**src/rtl/wb_regfile.sv**
```systemverilog
// Writeback stage and 2R/1W architectural register file with write-first bypass.
// Register 0 is hardwired to zero; a debug counter tracks committed writes.
module wb_regfile #(
    parameter int unsigned DATA_WIDTH = 32,
    parameter int unsigned ADDR_WIDTH = 5
) (
    input  logic                  clk,
    input  logic                  reset,
    input  logic                  ctrl_regWrite_mem_wb,
    input  logic                  ctrl_memToReg_mem_wb,
    input  logic [DATA_WIDTH-1:0] read_data_from_mem_mem_wb,
    input  logic [DATA_WIDTH-1:0] alu_result_mem_wb,
    input  logic [ADDR_WIDTH-1:0] write_register_mem_wb,
    input  logic [ADDR_WIDTH-1:0] read_register_1,
    input  logic [ADDR_WIDTH-1:0] read_register_2,
    output logic [DATA_WIDTH-1:0] read_data_1,
    output logic [DATA_WIDTH-1:0] read_data_2,
    output logic [DATA_WIDTH-1:0] write_data_wb,
    output logic                  regWrite_wb,
    output logic [31:0]           wb_write_count
);

    localparam int unsigned NumRegs = 1 << ADDR_WIDTH;

    logic [DATA_WIDTH-1:0] regs_q [NumRegs];
    logic [31:0]           count_q;
    logic [31:0]           count_d;

    always_comb begin
        write_data_wb = ctrl_memToReg_mem_wb ? read_data_from_mem_mem_wb : alu_result_mem_wb;
        // Writes to $zero are dropped here so neither the array nor the counter sees them.
        regWrite_wb   = ctrl_regWrite_mem_wb && (write_register_mem_wb != '0);
        count_d       = count_q + 32'd1;
    end

    always_comb begin
        read_data_1 = regs_q[read_register_1];
        if (read_register_1 == '0) begin
            read_data_1 = '0;
        end else if (regWrite_wb && (write_register_mem_wb == read_register_1)) begin
            read_data_1 = write_data_wb;
        end
    end

    always_comb begin
        read_data_2 = regs_q[read_register_2];
        if (read_register_2 == '0) begin
            read_data_2 = '0;
        end else if (regWrite_wb && (write_register_mem_wb == read_register_2)) begin
            read_data_2 = write_data_wb;
        end
    end

    always_ff @(posedge clk or negedge reset) begin
        if (!reset) begin
            for (int i = 0; i < NumRegs; i++) begin
                regs_q[i] <= '0;
            end
            count_q <= '0;
        end else if (regWrite_wb) begin
            regs_q[write_register_mem_wb] <= write_data_wb;
            count_q                       <= count_d;
        end
    end

    assign wb_write_count = count_q;

endmodule
```
**config.mk**
```make
export PLATFORM = sky130hd
export DESIGN_NAME = wb_regfile
export DESIGN_NICKNAME = d
export VERILOG_FILES = /design/src/rtl/wb_regfile.sv
export SDC_FILE = /design/constraint.sdc
export NUM_CORES = 2
export LEC_CHECK = 0
export CAP_MARGIN = 20
export CORE_ASPECT_RATIO = 1.2
export CORE_MARGIN = 2
export CORE_UTILIZATION = 55
export DETAILED_ROUTE_END_ITERATION = 12
export PLACE_DENSITY_LB_ADDON = 0.05
export SLEW_MARGIN = 20
export SYNTH_ARGS = -nofsm -noshare
export SYNTH_HDL_FRONTEND = slang
export SYNTH_SLANG_ARGS = --single-unit
export TNS_END_PERCENT = 30
```
**constraint.sdc**
```tcl
create_clock -name clk -period 7.53 [get_ports clk]
set_clock_uncertainty 0.1 [all_clocks]
set_input_delay 1.8825 -clock clk [delete_from_list [all_inputs] [get_ports clk]]
set_output_delay 1.8825 -clock clk [all_outputs]
set_load 0.05 [all_outputs]
```
==> reports/metrics.yaml <==
drtPass1Iterations: 6
cp_cell_sequence: "clkdlybuf4s50_1 > buf_4 > nor3_2 > a21oi_1 > nand3_4 > buf_4 > o211ai_1 > buf_12"
p_leak_nw: 26.8
drive_gt1_share_pct: 20.3
fin_nets: 4978
hold_buffers: 0
synth_edf_count: 0
grt_use_total_pct: 36.2
ir_worst_vdd_v: 0.000214
ys_types: 69
path_clk_slew_ns: 0.06
dieWidth_um: 293
postLayoutCellArea_mm2: 0.0629
crit_required_ns: 5.55
syn_inst: 4934
place_area_mm2: 0.0591
relSlewSlack_pct: 18.8
via_per_inst: 6.62
period_minus_slack_ns: 7.12
setup_viol: 0
grt_pass1_vias: 41087
start_util_pct: 55.4
synthArstFlopShare_pct: 100
status: "completed"
gp_congestion: 0.867
worst_pin_slew_ns: 1.22
use_met3_pct: 7.21
grt_pass1_wl_um: 273000
core_area_mm2: 0.0998
drv.max_cap_violation_count: 0
p_total_mw: 18.1
cts_setup_buffers: 0
htreeDepth: 3
crit_family: "buffers and inverters"
ant_nets: 0
grt_max_degree: 153
die_area_mm2: 0.103
slowest_delay_ns: 0.69
holdWs_ns: 0.295
wire_per_inst_um: 29.2
top_usage_layer: "met2"
grt_antenna_before_repair: 3
fin_setup_tns_ns: 0
routed_wirelength_um: 183000
cellPowerDensity_mw_per_mm2: 288
ios: 212
first_iter_violations: 4307
layout_commonest_cell: "dfrtp_1"
synth-main-ff-cell: "dfrtp_1"
die_h_um: 351
areaGrowthSynthToFinish_pct: 13.9
fin_cells: 6274
syn_area_mm2: 0.0552
cp_slowest_cell: "o211ai_1"
final_cell_mix: "1056 x dfrtp_1, 563 x nor2_1, 532 x a21oi_1, 519 x nand2_1, 488 x mux4_2"
min_period_over_period_pct: 94.6
rows: 127
grt_overflow_total: 0
cts_tree: "done"
drc: 0
drv_slew: 0
dp_cells: 6071
crit_buf_inv: 4
ys_ff_latch: 1056
critPathKind: "input port to output pin"
port_buffers: 211
syn_nets: 5018
post_cts_resized: 0
fmax_ghz: 0.140
grtUsageMet2_pct: 57.6
syn_avg_cell_area_um2: 11.2
synth.yosys.warnings: 0
clock_path_buffers: 3
cp.arrival_ns: 5.14
numCtsBuffers: 110
startpoint_type: "input port"
use_met1_pct: 48.8
worstSkewPairLatency_ns: 0.70
end_kind: "output pin"
hpwl_um: 110000
seq_area_frac_synth_pct: 47.8
hold_violations: 0
min_path_type: "register to register"
fin_util_pct: 63.0
crit_fanout: 26
cts_root_buffer: "clkbuf_16"
clock_sinks: 1056
num_vias: 41536
dp_slack_ns: 0.540
rsz0062_at_grt: "false"
worst_path_most_repeated_cell: "buf_4"
layout_setup_ws_ns: 0.407
registers in the layout, summed over array words and instances (netlist names):
register and cells:
regs_q 1024, wb_write_count 32
power by group:
| part | switching [mW] | total, mW | internal [mW] |
|---|---|---|---|
| logic | 2.37 | 4.62 | 2.24 |
| clock network | 2.34 | 5.70 | 3.36 |
| registers | 0.921 | 7.80 | 6.88 |
| total | 5.64 | 18.1 | 12.5 |
per-layer routing:
layer | vias to the layer above | wire length [µm]
met1 | 21300 | 71300
li1 | 17839 | -
met3 | 405 | 16500
met2 | 1986 | 86300
met4 | 6 | 9020
met5 | - | 45
area by class of cell:
| type | instances | area, µm² |
|---|---|---|
| inverter | 40 | 150 |
| sequential | 1056 | 26400 |
| timing repair buffer | 373 | 4210 |
| clock buffer | 179 | 3500 |
| tap | 1290 | 1610 |
| fill | 7985 | 36900 |
| multi-input combinational | 3313 | 26700 |
| clock inverter | 22 | 285 |
| antenna | 1 | 2.50 |
cell usage after synthesis (6+ instances only):
library cell  count  share of area, %
a21oi_1         532               4.8
and3_1            6             0.068
nor3_1            9             0.082
o221ai_1          6             0.095
mux4_2          488                20
a22oi_1          15              0.20
buf_4            26              0.35
buf_2            82              0.74
xor2_1           13              0.21
a221oi_1         55              0.87
o22ai_1          26              0.29
nand2_1         534               3.6
nor2_1          579               3.9
nand3b_1          7             0.095
dfrtp_1        1056                48
clkbuf_1        362               2.5
mux2i_1         264               4.8
buf_1            17              0.12
o211ai_1         39              0.53
a221o_1           9              0.16
nand3_1          39              0.35
o21ai_0         468               4.2
a21boi_1          7             0.095
xnor2_1          28              0.44
buf_8             8              0.22
nor2b_1           6             0.068
inv_1            38              0.26
nand2b_1          8             0.091
mux2_2           23              0.47
nand4_1          10              0.11
o21ai_1          59              0.53
buf_6            28              0.57
path summary, 6_finish.rpt:
| check | slack, ns | cells after the start | startpoint | to |
|---|---|---|---|---|
| worst min-delay path | 0.29 | 0 | regs_q[1002] | regs_q[1002] |
| max in group asynchronous | 4.64 | 3 | reset | regs_q[755] |
| worst min register to register | 0.29 | 0 | regs_q[1002] | regs_q[1002] |
| worst max register to register | 5.00 | 5 | wb_write_count[2] | wb_write_count[31] |
| worst max-delay path | 0.41 | 8 | write_register_mem_wb[3] | read_data_2[18] |
| min in group asynchronous | 1.08 | 1 | reset | wb_write_count[31] |
worst register-to-register path, cell delays in order, from the launching register on:
cell and delay (ns):
dfrtp_1 0.44, nand3_1 0.15, a211oi_2 0.80, nor3b_2 0.56, and4bb_1 0.27, xor2_1 0.14
cell families after synthesis:
logic type | Yosys count | synth area share (%)
mux | 775 | 25.1
xor+xnor | 41 | 0.650
simple gates | 1228 | 8.84
fa+ha+maj | 1 | 0.0226
compound gates | 1268 | 12.7
buf+inv | 565 | 4.80
flops | 1056 | 47.8
(Power assumes the default switching activity.)
